**src/rtl/blood_ph_monitor_pkg.sv**
```systemverilog
// Shared definitions for the blood-pH monitor: channel FSM state encodings
// and the default normal-window constants used by the top and its channels.
package blood_ph_monitor_pkg;

    typedef enum logic [1:0] {
        ST_NORMAL     = 2'd0,
        ST_PEND_ALARM = 2'd1,
        ST_ALARM      = 2'd2,
        ST_PEND_CLEAR = 2'd3
    } ph_state_e;

    localparam int DEF_PH_WIDTH  = 4;
    localparam int DEF_P_LOW     = 6;
    localparam int DEF_P_HIGH    = 9;
    localparam int DEF_Q_LOW     = 5;
    localparam int DEF_Q_HIGH    = 10;
    localparam int DEF_PERSIST   = 3;
    localparam int DEF_EVT_WIDTH = 8;

endpackage

```
**src/rtl/blood_ph_monitor_channel.sv**
```systemverilog
// One pH alarm channel: window comparator, N-sample hysteresis FSM with streak
// counter, and a saturating counter of alarm episodes (alarm 0->1 transitions).
module ph_alarm_channel
    import blood_ph_monitor_pkg::*;
#(
    parameter int PH_WIDTH  = DEF_PH_WIDTH,
    parameter int LOW       = DEF_P_LOW,
    parameter int HIGH      = DEF_P_HIGH,
    parameter int PERSIST   = DEF_PERSIST,
    parameter int EVT_WIDTH = DEF_EVT_WIDTH
) (
    input  logic                 clk,
    input  logic                 rst_n,
    input  logic                 sample_valid_i,
    input  logic [PH_WIDTH-1:0]  ph_i,
    input  logic                 clear_i,
    output logic                 raw_o,
    output logic                 alarm_o,
    output logic [EVT_WIDTH-1:0] evt_cnt_o,
    output logic [1:0]           state_o
);

    localparam int SW = $clog2(PERSIST + 1);
    localparam logic [PH_WIDTH-1:0]  LOW_C     = PH_WIDTH'(LOW);
    localparam logic [PH_WIDTH-1:0]  HIGH_C    = PH_WIDTH'(HIGH);
    localparam logic [SW-1:0]        PERSIST_C = SW'(PERSIST);
    localparam logic [EVT_WIDTH-1:0] EVT_MAX   = '1;

    ph_state_e            state_q;
    logic [SW-1:0]        streak_q;
    logic                 raw_q;
    logic                 alarm_q;
    logic [EVT_WIDTH-1:0] evt_q;

    logic [PH_WIDTH-1:0]  ph_g;
    logic                 abn;
    logic [SW-1:0]        streak_inc;
    logic                 streak_done;
    logic [EVT_WIDTH-1:0] evt_d;

    // An idle bus is forced to zero so undriven/X samples never reach the compare.
    always_comb begin
        ph_g = sample_valid_i ? ph_i : '0;
        abn  = !((LOW_C < ph_g) && (ph_g < HIGH_C));
    end

    // Pending states never hold more than PERSIST-1, so the increment cannot wrap.
    assign streak_inc  = streak_q + SW'(1);
    assign streak_done = (streak_inc == PERSIST_C);
    assign evt_d       = (evt_q == EVT_MAX) ? evt_q : evt_q + EVT_WIDTH'(1);

    always_ff @(posedge clk or negedge rst_n) begin
        if (!rst_n) begin
            state_q  <= ST_NORMAL;
            streak_q <= '0;
            raw_q    <= 1'b0;
            alarm_q  <= 1'b0;
            evt_q    <= '0;
        end else if (clear_i) begin
            state_q  <= ST_NORMAL;
            streak_q <= '0;
            raw_q    <= 1'b0;
            alarm_q  <= 1'b0;
            evt_q    <= '0;
        end else if (sample_valid_i) begin
            raw_q <= abn;
            unique case (state_q)
                ST_NORMAL, ST_PEND_ALARM: begin
                    if (!abn) begin
                        state_q  <= ST_NORMAL;
                        streak_q <= '0;
                    end else if (streak_done) begin
                        state_q  <= ST_ALARM;
                        streak_q <= '0;
                        alarm_q  <= 1'b1;
                        evt_q    <= evt_d;
                    end else begin
                        state_q  <= ST_PEND_ALARM;
                        streak_q <= streak_inc;
                    end
                end
                ST_ALARM, ST_PEND_CLEAR: begin
                    if (abn) begin
                        state_q  <= ST_ALARM;
                        streak_q <= '0;
                    end else if (streak_done) begin
                        state_q  <= ST_NORMAL;
                        streak_q <= '0;
                        alarm_q  <= 1'b0;
                    end else begin
                        state_q  <= ST_PEND_CLEAR;
                        streak_q <= streak_inc;
                    end
                end
            endcase
        end
    end

    assign raw_o     = raw_q;
    assign alarm_o   = alarm_q;
    assign evt_cnt_o = evt_q;
    assign state_o   = state_q;

endmodule

```
**src/rtl/blood_ph_monitor.sv**
```systemverilog
// Sequential blood-pH monitor: two independent debounced alarm channels (P, Q)
// behind a one-cycle result_valid strobe; dbg_state = {state_q, state_p}.
module blood_ph_monitor
    import blood_ph_monitor_pkg::*;
#(
    parameter int PH_WIDTH  = DEF_PH_WIDTH,
    parameter int P_LOW     = DEF_P_LOW,
    parameter int P_HIGH    = DEF_P_HIGH,
    parameter int Q_LOW     = DEF_Q_LOW,
    parameter int Q_HIGH    = DEF_Q_HIGH,
    parameter int PERSIST   = DEF_PERSIST,
    parameter int EVT_WIDTH = DEF_EVT_WIDTH
) (
    input  logic                 clk,
    input  logic                 rst_n,
    input  logic                 sample_valid,
    input  logic [PH_WIDTH-1:0]  ph_in,
    input  logic                 clear,
    output logic                 result_valid,
    output logic                 raw_p,
    output logic                 raw_q,
    output logic                 alarm_p,
    output logic                 alarm_q,
    output logic [EVT_WIDTH-1:0] evt_cnt_p,
    output logic [EVT_WIDTH-1:0] evt_cnt_q,
    output logic [3:0]           dbg_state
);

    if (!(P_LOW < P_HIGH) || !(Q_LOW < Q_HIGH) ||
        (P_HIGH >= (1 << PH_WIDTH)) || (Q_HIGH >= (1 << PH_WIDTH)) ||
        (P_LOW < 0) || (Q_LOW < 0) || (PERSIST < 1)) begin : g_bad_params
        $error("blood_ph_monitor: illegal window or PERSIST parameters");
    end

    logic       result_valid_q;
    logic [1:0] state_p;
    logic [1:0] state_qch;

    // A sample presented together with clear is dropped, so no result strobe.
    always_ff @(posedge clk or negedge rst_n) begin
        if (!rst_n) begin
            result_valid_q <= 1'b0;
        end else begin
            result_valid_q <= sample_valid && !clear;
        end
    end

    ph_alarm_channel #(
        .PH_WIDTH (PH_WIDTH),
        .LOW      (P_LOW),
        .HIGH     (P_HIGH),
        .PERSIST  (PERSIST),
        .EVT_WIDTH(EVT_WIDTH)
    ) u_chan_p (
        .clk           (clk),
        .rst_n         (rst_n),
        .sample_valid_i(sample_valid),
        .ph_i          (ph_in),
        .clear_i       (clear),
        .raw_o         (raw_p),
        .alarm_o       (alarm_p),
        .evt_cnt_o     (evt_cnt_p),
        .state_o       (state_p)
    );

    ph_alarm_channel #(
        .PH_WIDTH (PH_WIDTH),
        .LOW      (Q_LOW),
        .HIGH     (Q_HIGH),
        .PERSIST  (PERSIST),
        .EVT_WIDTH(EVT_WIDTH)
    ) u_chan_q (
        .clk           (clk),
        .rst_n         (rst_n),
        .sample_valid_i(sample_valid),
        .ph_i          (ph_in),
        .clear_i       (clear),
        .raw_o         (raw_q),
        .alarm_o       (alarm_q),
        .evt_cnt_o     (evt_cnt_q),
        .state_o       (state_qch)
    );

    assign result_valid = result_valid_q;
    assign dbg_state    = {state_qch, state_p};

endmodule

```
**config.mk**
```make
export PLATFORM = sky130hd
export DESIGN_NAME = blood_ph_monitor
export DESIGN_NICKNAME = d
export VERILOG_FILES = /design/src/rtl/blood_ph_monitor_pkg.sv /design/src/rtl/blood_ph_monitor_channel.sv /design/src/rtl/blood_ph_monitor.sv
export SDC_FILE = /design/constraint.sdc
export NUM_CORES = 1
export LEC_CHECK = 0
export ABC_AREA = 0
export BUFFER_PORTS_ARGS = -buffer_cell sky130_fd_sc_hd__buf_2
export CAP_MARGIN = 20
export CORE_ASPECT_RATIO = 0.6
export CORE_MARGIN = 4
export CORE_UTILIZATION = 46
export CTS_CLUSTER_SIZE = 28
export DETAILED_ROUTE_END_ITERATION = 16
export GPL_ROUTABILITY_DRIVEN = 1
export PLACE_DENSITY = 0.69
export SLEW_MARGIN = 20
export SYNTH_ARGS = -nofsm -noshare
export SYNTH_HDL_FRONTEND = slang
export SYNTH_SLANG_ARGS = --single-unit
```
**constraint.sdc**
```tcl
create_clock -name clk -period 2.1 [get_ports clk]
set_input_delay 0.42 -clock clk [delete_from_list [all_inputs] [get_ports clk]]
set_output_delay 0.42 -clock clk [all_outputs]
set_load 0.01 [all_outputs]
```
# ---- Yosys cells after proc, flatten, opt, wreduce, memory -nomap -nowiden
# Cells that the tools add are included.
dict set report totals {
  out_inout_bits 25
  elab_cells 119
  reg_bits 29
  inputBits 8
}
dict set report classes {
  n_mux 57
  addsub 4
  order_cmp 4
  eq_ne 22
  n_reduce_logical 21
}
# operator count
set ops {}
lappend ops {{8-bit two-way mux} 12}
lappend ops {{2-bit two-way mux} 22}
lappend ops {{5-bit AND reduction} 4}
lappend ops {{3-bit by 2-bit != test with 1-bit output (second input constant)} 6}
lappend ops {{8-bit by 1-bit adder with 8-bit output (second input constant)} 2}
lappend ops {{8-bit == test (second input constant)} 2}
lappend ops {{1-bit two-way mux} 16}
lappend ops {{2-bit case mux with 2 select lines} 4}
lappend ops {{2-bit == test (second input constant)} 6}
lappend ops {{2-bit nonzero test} 5}
lappend ops {{3-bit by 4-bit < comparator with 1-bit output (first input constant)} 2}
lappend ops {{4-bit < comparator (second input constant)} 2}
lappend ops {{2-bit != test (second input constant)} 4}
lappend ops {{2-bit OR reduction} 4}
lappend ops {{3-bit != test (second input constant)} 2}
lappend ops {{2-bit by 1-bit adder with 2-bit output (second input constant)} 2}
lappend ops {{2-bit by 1-bit == test with 1-bit output (second input constant)} 2}
lappend ops {{2-bit zero test} 2}
lappend ops {{4-bit two-way mux} 1}
lappend ops {{1-bit case mux with 2 select lines} 2}
lappend ops {{1-bit logical AND} 3}
lappend ops {{1-bit zero test} 3}

# ---- Depth between registers and ports, before layout
# Gate-level depths: netlist of run 1.
dict set report logic_depth {
  ltp_word 7
  depth_mapped 6
  mapped_depth_nobuf 5
}

# ---- Modules after synthesis
# A second synthesis of run 1 with hierarchy kept.
dict set report unflattened {
  cells_unflattened 155
  area_unflattened_um2 1530.2
}
# mod cells_per_inst n_inst seq_area_each_um2 area_per_inst_um2
set modules_own_cells {}
lappend modules_own_cells {{ph_alarm_channel (u_chan_p)} 77 1 350.3 750.7}
lappend modules_own_cells {{ph_alarm_channel (u_chan_q)} 76 1 350.3 740.7}
lappend modules_own_cells {blood_ph_monitor 2 1 25.0 38.8}

# ---- Worst setup path before layout of run 1
# OpenSTA, ideal clock, no wires.
dict set report synth_timing {
  kind {input to register}
  start {input port sample_valid}
  end {register u_chan_q.evt_q[5] (netlist: u_chan_q.evt_cnt_o[5])}
  required_time_ns 1.972
  setup_time_ns 0.128
  slack_ns 0.089
  cell_stages 6
  arrival_ns 1.883
  path_buffers 2
  cell_sequence {buf_2 > nand3b_1 > a2111o_1 > buf_2 > nor4_1 > mux2_1}
}
dict set report synth_between {
  elab_chain_len 5
  word_cells_on_any_way 7
  cone_classes {2 x order compare; 1 x eq/ne; 1 x mux; 3 x reduce/logical}
}
# item line
set synth_lines {}
lappend synth_lines {{start: declaration} blood_ph_monitor.sv:16} ;# input logic sample_valid,
lappend synth_lines {{4-bit two-way mux} blood_ph_monitor_channel.sv:43} ;# ph_g = sample_valid_i ? ph_i : '0;
lappend synth_lines {{3-bit by 4-bit < comparator with 1-bit output or 4-bit < comparator (tied branches)} blood_ph_monitor_channel.sv:44} ;# abn = !((LOW_C < ph_g) && (ph_g < HIGH_C));
lappend synth_lines {{1-bit logical AND} blood_ph_monitor_channel.sv:44}
lappend synth_lines {{2-bit != test (no source line)} --}
lappend synth_lines {{5-bit AND reduction (no source line) (*)} --}
lappend synth_lines {{end signal: assignment} blood_ph_monitor_channel.sv:76} ;# evt_q <= evt_d;
lappend synth_lines {{end: declaration} blood_ph_monitor_channel.sv:33} ;# logic [EVT_WIDTH-1:0] evt_q;
# Every way passes the cells marked *; elsewhere a longest branch is shown, timed or not.
# A chain may end at the register's enable or synchronous reset.

# ---- Worst setup path after layout of run 1
dict set report layout_timing {
  start {register u_chan_q.streak_q[0]}
  end {register u_chan_q.evt_q[5] (netlist: u_chan_q.evt_cnt_o[5])}
}
dict set report layout_between {
  elab_chain_len 4
}
# item line
set layout_lines {}
lappend layout_lines {{start: declaration} blood_ph_monitor_channel.sv:30} ;# logic [SW-1:0] streak_q;
lappend layout_lines {{start signal: assignment} blood_ph_monitor_channel.sv:79} ;# streak_q <= streak_inc;
lappend layout_lines {{start signal: assignment} blood_ph_monitor_channel.sv:92} ;# streak_q <= streak_inc;
lappend layout_lines {{2-bit by 1-bit adder with 2-bit output} blood_ph_monitor_channel.sv:48} ;# assign streak_inc = streak_q + SW'(1);
lappend layout_lines {{2-bit == test} blood_ph_monitor_channel.sv:49} ;# assign streak_done = (streak_inc == PERSIST_C);
lappend layout_lines {{2-bit nonzero test (no source line)} --}
lappend layout_lines {{5-bit AND reduction (no source line)} --}
# No other way between the ends.

==> impl_metrics.toml, run 1 <==
[sta]
rsz0062_at_grt = "false"
tightestPinTransition_ns = 0.656
fin_crit_sh_pct = 95.0
setup_viol = 0
hold_viol = 0
layout_min_cycle_time_ns = 1.99
max_freq_mhz = 501
slew_violations = 0
whs_ns = 0.158
max_slew_margin_pct = 56.1
fin_worst_skew_ns = 0.00706

[die]
die_w_um = 82.2
core_area_um2 = 3020
fp.dieH_um = 52.5
die_area_um2 = 4320
pin_count = 33
fp-row-count = 15
initial_core_util_pct = 50.3

[detailed_routing]
final_antenna_net_count = 0
routedWlPerCell_um = 15.2
route.detailed.drc = 0
num_vias = 1412
drt-pass1-iter-count = 4
vias_per_cell = 6.01
drt-initial-drc-count = 63
totalWireLength_um = 3570

[critical_path]
r2r_slack_ns = 0.11
r2r-end = "u_chan_q.evt_cnt_o[5]"
crit_path_top_delay_cell = "a2111o_1"
critPathKind = "flip-flop to flip-flop"
worstPathArrival_ns = 2.16
worst_path_largest_cell_delay_ns = 0.52
crit_required_ns = 2.26
reg2reg_from = "u_chan_q.streak_q[0]"
cp_num_buf_inv = 0
worst-path-max-fanout = 11
path_cells = "nand3b_1 -> a2111o_1 -> nor4_1 -> mux2_1"
crit_path_end_kind = "flip-flop"
r2r_cells = 4
startpoint_type = "flip-flop"
cp_top_family = "simple AND/OR/NAND/NOR gates"

[place]
io_buffer_count = 32
place.gp.congestion = 0.899
dpl-instance-area_um2 = 1720
dp_hpwl_um = 2610

[clock_network]
clockRootBuffer = "clkbuf_8"
clock_latency_ns = 0.28
cts_buffers = 5
cts_max_level = 2
cts_hold_buf = 0
cts.sink_count = 29
cts_buffer_depth = 2
cts_tree = "done"
clkTransAtPathRegs_ns = 0.06
cts_resized = 0
postCtsSetupBuffers = 0

[grt]
antenna_found_initial = 0
grt_pass1_wl_um = 6180
grt_use_total_pct = 19.6
grt_pass1_vias = 1300
overflow = 0
grt_max_degree = 30

[yosys]
ys_warn_count = 0
syn-num-nets = 168
syn_area_um2 = 1520
synth_top_area_cell = "dfrtp_1"
synth_top_area_share_pct = 47.7
ys_ff_latch = 29
ys.flop_type = "dfrtp_1"
avgSynthCellArea_um2 = 9.62
synth_cells = 158
synth_cell_types = 43
yosys-top-cells-area = "dfrtp_1, a21oi_1, o21ai_0"
async_flop_share_pct = 100
yosysSeqAreaShare_pct = 47.7
synth_edf_count = 0

[final_layout]
final_nets = 203
design_area_um2 = 1810
nFillCells = 269
multi_input_area_um2 = 743
areaGrowthSynthToFinish_pct = 18.8
drive_above_1_share_pct = 23.8
seqCellArea_um2 = 726
diodes = 0

[pwr]
powerDensity_nw_per_um2 = 649
irDropWorstVdd_mv = 0.362
power_leakage_nw = 0.823

[outcome]
status = "completed"

[hold_path]
worstHoldPathType = "primary input to async pin"

[job]
drv_cap = 0
==> how the worst max path moves through the flow <==
stage | to | cells past startpoint | slack [ns] | startpoint
after CTS | u_chan_q.evt_cnt_o[5] | 4 | 0.11 | u_chan_q.streak_q[0]
after global placement | u_chan_q.evt_cnt_o[5] | 5 | 0.03 | ph_in[1]
final | u_chan_q.evt_cnt_o[5] | 4 | 0.11 | u_chan_q.streak_q[0]
after global routing | u_chan_q.evt_cnt_o[5] | 4 | 0.0001 | u_chan_q.streak_q[0]
after floorplan | u_chan_q.evt_cnt_o[5] | 6 | 0.09 | sample_valid
after detailed placement | u_chan_q.evt_cnt_o[5] | 5 | -0.03 | ph_in[1]
==> cell usage in the layout, fill, tap and decap left out, types with 3 or more instances in the layout <==
cell | Yosys | routed
buf_4 | 0 | 3
o21ai_0 | 12 | 12
inv_1 | 4 | 4
o31ai_1 | 6 | 6
or3_1 | 6 | 6
buf_2 | 2 | 32
dfrtp_1 | 29 | 29
nor2b_1 | 3 | 3
nor2_1 | 14 | 14
nand4_1 | 3 | 3
clkbuf_8 | 0 | 6
a32o_1 | 3 | 3
a21oi_1 | 16 | 16
nand3_1 | 4 | 4
nand2_1 | 12 | 12
or4_1 | 5 | 5
==> per-stage QoR <==
step                      setup slack, ns  cells  utilization, %  TNS, ns  total power [mW]
after global placement             0.0327    228            56.9        0             0.718
after detailed placement          -0.0314    228            56.9  -0.0422             0.723
after global routing             0.000108    235            59.8        0              1.24
final                               0.105    235            59.8        0              1.17
after CTS                           0.106    235            59.8        0              1.19
after floorplan                    0.0894    158               -        0             0.669
==> routing by layer <==
metal  up-vias  share of wire [%]  GRT usage [%]
met5         -                  0              0
li1        665                  -              -
met1       682                 48           27.4
met2        55                 43           27.3
met3        10                7.1           6.01
met4         0                1.9           9.39
==> where the power goes <==
group,switching [mW],total (mW),internal (mW)
clock,0.200,0.460,0.259
combinational,0.0708,0.115,0.0442
sequential,0.0178,0.598,0.580
total,0.289,1.17,0.883
==> Yosys cell counts, types with 3 or more instances <==
library cell   n
o31ai_1        6
nor2_1        14
nand2_1       12
nor2b_1        3
inv_1          4
or4_1          5
o21ai_0       12
or3_1          6
dfrtp_1       29
a32o_1         3
nand3_1        4
a21oi_1       16
nand4_1        3
==> cell families (layout without fill, tap and decap cells) <==
family / after synthesis / in the layout / synth area share (%)
AOI/OAI and AO/OA: 46 / 46 / 19.0
xor gates and xnor gates: 2 / 2 / 1.15
adders and majority gates: 2 / 2 / 1.65
buffers and inverters: 11 / 46 / 3.37
DFF: 29 / 29 / 47.7
muxes: 4 / 4 / 2.80
and+or+nand+nor: 64 / 64 / 24.3
==> sequential cells by signal (all words and copies together), names as in the netlist <==
name	count
result_valid	1
u_chan_p.alarm_o	1
u_chan_p.evt_cnt_o	8
u_chan_p.raw_o	1
u_chan_p.state_o	2
u_chan_p.streak_q	2
u_chan_q.alarm_o	1
u_chan_q.evt_cnt_o	8
u_chan_q.raw_o	1
u_chan_q.state_o	2
u_chan_q.streak_q	2
==> final cells by class <==
type | count | share of cell area [%]
inverter | 4 | 0.832
sequential | 29 | 40.2
timing repair buffer | 35 | 10.1
tap | 42 | 2.91
multi-input combinational | 118 | 41.2
clock buffer | 7 | 4.78
No activity file was read; power rests on OpenSTA's default activity.
==> run 2, diff against run 1 <==
Settings changed: CORE_MARGIN 4 to 8, HOLD_SLACK_MARGIN from default to 0.15.
==> run 2 against run 1 <==
Sequential share of layout area decreased by 1.1 points. Worst hold slack got worse by 0.0013 ns. Combinational power increased by 4%. Critical endpoint unchanged. Largest power group unchanged.
==> impl_metrics.toml, run 2 (synthesized netlist as in run 1, its figures left out) <==
[critical_path]
crit_required_ns = 2.26
r2r_cells = 4
worst-path-max-fanout = 6
r2r-end = "u_chan_q.evt_cnt_o[5]"
cp_top_family = "simple AND/OR/NAND/NOR gates"
path_cells = "nand3b_1 -> a2111o_1 -> nor4_2 -> mux2_1"
worstPathArrival_ns = 2.18
startpoint_type = "flip-flop"
r2r_slack_ns = 0.09
critPathKind = "flip-flop to flip-flop"
cp_num_buf_inv = 0
reg2reg_from = "u_chan_q.streak_q[0]"
worst_path_largest_cell_delay_ns = 0.54
cp.depth = 4
crit_path_top_delay_cell = "a2111o_1"
crit_path_end_kind = "flip-flop"

[job]
drv_cap = 0

[clock_network]
cts.sink_count = 29
cts_buffer_depth = 2
cts_max_level = 2
postCtsSetupBuffers = 0
clockRootBuffer = "clkbuf_8"
cts_tree = "done"
cts_buffers = 5
clock_latency_ns = 0.28
clkTransAtPathRegs_ns = 0.06

[place]
dp_hpwl_um = 2680
place.gp.congestion = 0.834
io_buffer_count = 32
dpl-instance-area_um2 = 1740
place_ws_ns = -0.0215

[final_layout]
design_area_um2 = 1860
drive_above_1_share_pct = 25.9
areaGrowthSynthToFinish_pct = 22.1
seqCellArea_um2 = 726
diodes = 0
final_nets = 206
final_common_cell = "buf_2"
nFillCells = 296
multi_input_area_um2 = 761
layout_common_cells = "buf_2, dfrtp_1, a21oi_1, nor2_1"

[sta]
fin_tns_setup_ns = 0
layout_min_cycle_time_ns = 2.01
rsz0062_at_grt = "false"
max_slew_margin_pct = 54.8
fin_worst_skew_ns = 0.00259
slew_violations = 0
fin_crit_sh_pct = 95.9
tightestPinTransition_ns = 0.676
worst_slack_ns = 0.0853
max_freq_mhz = 496
setup_viol = 0
hold_viol = 0

[die]
pin_count = 33
die_area_um2 = 5460
core_area_um2 = 3200
die_w_um = 90.2
fp.dieH_um = 60.5
initial_core_util_pct = 47.5
fp-row-count = 16

[pwr]
seqPwrFrac_pct = 48.6
total_power_mw = 1.23
combPwrFrac_pct = 9.8
power_leakage_nw = 0.843
clkPwrFrac_pct = 41.6
irDropWorstVdd_mv = 0.485
p_sw_uw = 306
powerDensity_nw_per_um2 = 661
switching_share_pct = 24.9
p_int_uw = 921

[detailed_routing]
route.detailed.drc = 0
routedWlPerCell_um = 16.3
num_vias = 1431
drt-initial-drc-count = 61
drt-pass1-iter-count = 4
totalWireLength_um = 3940
vias_per_cell = 5.91
final_antenna_net_count = 0

[grt]
grt_pass1_vias = 1381
antenna_found_initial = 0
overflow = 0
grt_max_degree = 30
grt_use_total_pct = 14.6
grt_pass1_wl_um = 6480

[hold_path]
worstHoldPathType = "primary input to async pin"

[outcome]
status = "completed"
run 2: cell count changes in the layout (fill, tap and decap cells not counted):
cell,delta
nor4_2,+1
buf_4,+2
clkbuf_8,+1
a2111o_1,+1
clkbuf_1,-1
clkinv_2,+1
nor4_1,-1
run 2: layout make-up:
cell class | instances | share of cell area (%)
Multi-Input combinational cell | 119 | 41.0
Tap cell | 45 | 3.03
Clock buffer | 7 | 5.19
Sequential cell | 29 | 39.1
Timing Repair Buffer | 37 | 10.6
Clock inverter | 1 | 0.270
Inverter | 4 | 0.809
run 2: per-layer routing:
| layer | share of wire [%] | up-vias | global-route usage (%) | wire [µm] |
|---|---|---|---|---|
| li1 | - | 674 | - | - |
| met1 | 48 | 701 | 18.5 | 1900 |
| met2 | 44 | 49 | 22.8 | 1740 |
| met3 | 5.8 | 7 | 4.57 | 229 |
| met4 | 1.6 | 0 | 6.81 | 63 |
| met5 | 0 | - | 0 | 0 |
run 2: worst register-to-register path, delay by kind of cell (launching register included):
| family | cells | cell delay [ns] |
|---|---|---|
| multiplexers | 1 | 0.36 |
| AND/OR/NAND/NOR | 2 | 0.58 |
| AO/OA/AOI/OAI | 1 | 0.54 |
| flip-flops | 1 | 0.41 |
run 2: power groups by stage:
stage	clock, mW	sequential (mW)	combinational (mW)
CTS	0.522	0.597	0.119
detailed placement	0	0.607	0.119
global route	0.539	0.600	0.135
finish	0.511	0.597	0.120
floorplan	0	0.611	0.0583
global placement	0	0.605	0.114
run 2: worst max path at each step:
| stage | startpoint | to |
|---|---|---|
| after floorplan | sample_valid | u_chan_q.evt_cnt_o[5] |
| after global placement | ph_in[3] | u_chan_p.evt_cnt_o[4] |
| after detailed placement | ph_in[3] | u_chan_q.evt_cnt_o[5] |
| after CTS | u_chan_q.streak_q[0] | u_chan_q.evt_cnt_o[5] |
| after global routing | u_chan_q.streak_q[0] | u_chan_q.evt_cnt_o[5] |
| final | u_chan_q.streak_q[0] | u_chan_q.evt_cnt_o[5] |
run 2: timing repair:
item	4_1_cts	5_1_grt
hold buffers	0	0
endpoints found under the setup margin	0	1
gates resized for setup	0	1
run 2: per-stage QoR:
stage                     instances  hold WS [ns]  util (%)
after CTS                       241         0.170      57.4
after detailed placement        233         0.483      54.3
after floorplan                 158         0.124         -
final                           242         0.157      58.0
after global placement          233         0.469      54.3
after global routing            242         0.208      58.0
==> run 3, diff against run 2 <==
Settings changed: BUFFER_PORTS_ARGS -buffer_cell sky130_fd_sc_hd__buf_2 to default, DONT_BUFFER_PORTS from default to 1, PLACE_DENSITY 0.69 to default.
==> run 3 against run 2 <==
Clock-buffer cell count stayed put. Power is 6.8% lower. Routed wire length is 12% lower. Clock power is 9.8% lower. Sequential share of layout area is 4.1 points higher. Global-route usage is 1.3 points lower. Core utilization is 5.5 points lower. Worst hold slack better by 0.045 ns. Clock skew is 0.0019 ns higher. Highest routed layer unchanged.
==> impl_metrics.toml, run 3 (synthesized netlist as in run 1, its figures left out) <==
[detailed_routing]
routedWlPerCell_um = 16.7
drt-initial-drc-count = 87
totalWireLength_um = 3460
drt-pass1-iter-count = 4
vias_per_cell = 6.02
route.detailed.drc = 0
num_vias = 1247
final_antenna_net_count = 0

[final_layout]
final_nets = 172
nFillCells = 284
areaGrowthSynthToFinish_pct = 10.5
drive_above_1_share_pct = 9.88
utilization_pct = 52.4
diodes = 0
layout_common_cells = "dfrtp_1, a21oi_1, nor2_1, o21ai_0, nand2_1"
final_common_cell = "dfrtp_1"

[critical_path]
crit_path_top_delay_cell = "a2111o_2"
path_cells = "nand3b_1 -> a2111o_2 -> nor4_2 -> mux2_1"
critPathKind = "flip-flop to flip-flop"
crit_path_end_kind = "flip-flop"
worst-path-max-fanout = 14
worstPathArrival_ns = 2.14
worst_path_largest_cell_delay_ns = 0.55
startpoint_type = "flip-flop"
crit_required_ns = 2.26

[pwr]
power_leakage_nw = 0.672
irDropWorstVdd_mv = 0.436
powerDensity_nw_per_um2 = 681
p_int_uw = 873
switching_share_pct = 23.7
clkPwrFrac_pct = 40.3
seqPwrFrac_pct = 53.0
p_sw_uw = 270
combPwrFrac_pct = 6.6

[grt]
grt_pass1_vias = 1123
top_usage_layer = "met2"
met1_usage_pct = 17.0
overflow = 0
antenna_found_initial = 0
grt_max_degree = 30
grtUsageMet2_pct = 19.0
gr-usage-met3_pct = 6.67
grt_use_total_pct = 13.3
grt_pass1_wl_um = 5750

[sta]
slew_violations = 0
setup_viol = 0
layout_min_cycle_time_ns = 1.98
fin_crit_sh_pct = 94.2
fin_tns_setup_ns = 0
rsz0062_at_grt = "true"
tightestPinTransition_ns = 0.633
max_freq_mhz = 505
fin_worst_skew_ns = 0.00453
hold_viol = 0
max_slew_margin_pct = 57.6

[die]
die_area_um2 = 5460
core_area_um2 = 3200
initial_core_util_pct = 47.5
fp-row-count = 16
fp.dieH_um = 60.5
pin_count = 33
die_w_um = 90.2

[clock_network]
cts_tree = "done"
cts_buffers = 5
postCtsSetupBuffers = 0
clock_latency_ns = 0.28
cts_buffer_depth = 2
clockRootBuffer = "clkbuf_8"
cts_max_level = 2
cts.sink_count = 29
clkTransAtPathRegs_ns = 0.06

[job]
drv_cap = 0

[place]
place.gp.congestion = 0.825
dp_hpwl_um = 2420
io_buffer_count = 0

[outcome]
status = "completed"

[hold_path]
worstHoldPathType = "primary input to flip-flop"
-- run 3: cell count changes in the layout (fill, tap and decap cells not counted), sizes merged --
cell	delta
clkinv	-1
a2111o	-1
dlygate4sd3	+1
buf	-34
-- run 3: cell type report --
type | count | area (µm²) | share of cell area [%]
Sequential cell | 29 | 726 | 43.2
Tap cell | 45 | 56.3 | 3.35
Clock buffer | 7 | 86.3 | 5.14
Multi-Input combinational cell | 118 | 751 | 44.7
Timing Repair Buffer | 4 | 45.0 | 2.68
Inverter | 4 | 15.0 | 0.894
-- run 3: worst max-delay path, delay by kind of cell, from the launching register on --
kind            cells  cell delay [ns]
flops               1             0.42
compound gates      1             0.55
mux                 1             0.34
simple gates        2             0.55
-- run 3: worst paths after layout --
kind / endpoint / cells after the start / slack (ns) / startpoint
hold / removal: u_chan_p.state_o[1] / 1 / 0.20 / clear
max in group asynchronous: u_chan_p.evt_cnt_o[7] / 2 / 1.35 / rst_n
setup reg to reg: u_chan_q.evt_cnt_o[5] / 4 / 0.12 / u_chan_q.streak_q[0]
setup / recovery: u_chan_q.evt_cnt_o[5] / 4 / 0.12 / u_chan_q.streak_q[0]
min in group asynchronous: u_chan_q.evt_cnt_o[7] / 2 / 0.58 / rst_n
hold reg to reg: u_chan_q.state_o[0] / 1 / 0.57 / u_chan_q.state_o[0]
-- run 3: power groups by stage --
stage | logic [mW] | clock network (mW) | registers [mW]
2_1_floorplan | 0.0583 | 0 | 0.611
3_3_place_gp | 0.0572 | 0 | 0.616
3_5_place_dp | 0.0598 | 0 | 0.617
4_1_cts | 0.0772 | 0.475 | 0.608
5_1_grt | 0.0871 | 0.503 | 0.611
6_report | 0.0759 | 0.461 | 0.607
-- run 3: metrics by stage --
stage	instance area (µm²)	worst slack, ns	cells	total power [mW]	hold slack, ns
global route	1680	0.0138	207	1.20	0.194
detailed placement	1560	0.0925	198	0.677	0.125
floorplan	1520	0.0894	158	0.669	0.124
global placement	1560	0.118	198	0.674	0.125
CTS	1670	0.0972	207	1.16	0.192
finish	1680	0.121	207	1.14	0.202
-- run 3: what timing repair did --
action / in CTS / in global routing
endpoints found under the setup margin: 0 / 3
gates resized for setup: 0 / 2
hold buffers: 2 / 0
hold endpoints to repair: 29 / 0
-- run 3: layer usage --
| metal | up-vias | wire length [µm] |
|---|---|---|
| li1 | 602 | - |
| met4 | 0 | 47 |
| met1 | 603 | 1600 |
| met5 | - | 0 |
| met3 | 7 | 358 |
| met2 | 35 | 1450 |
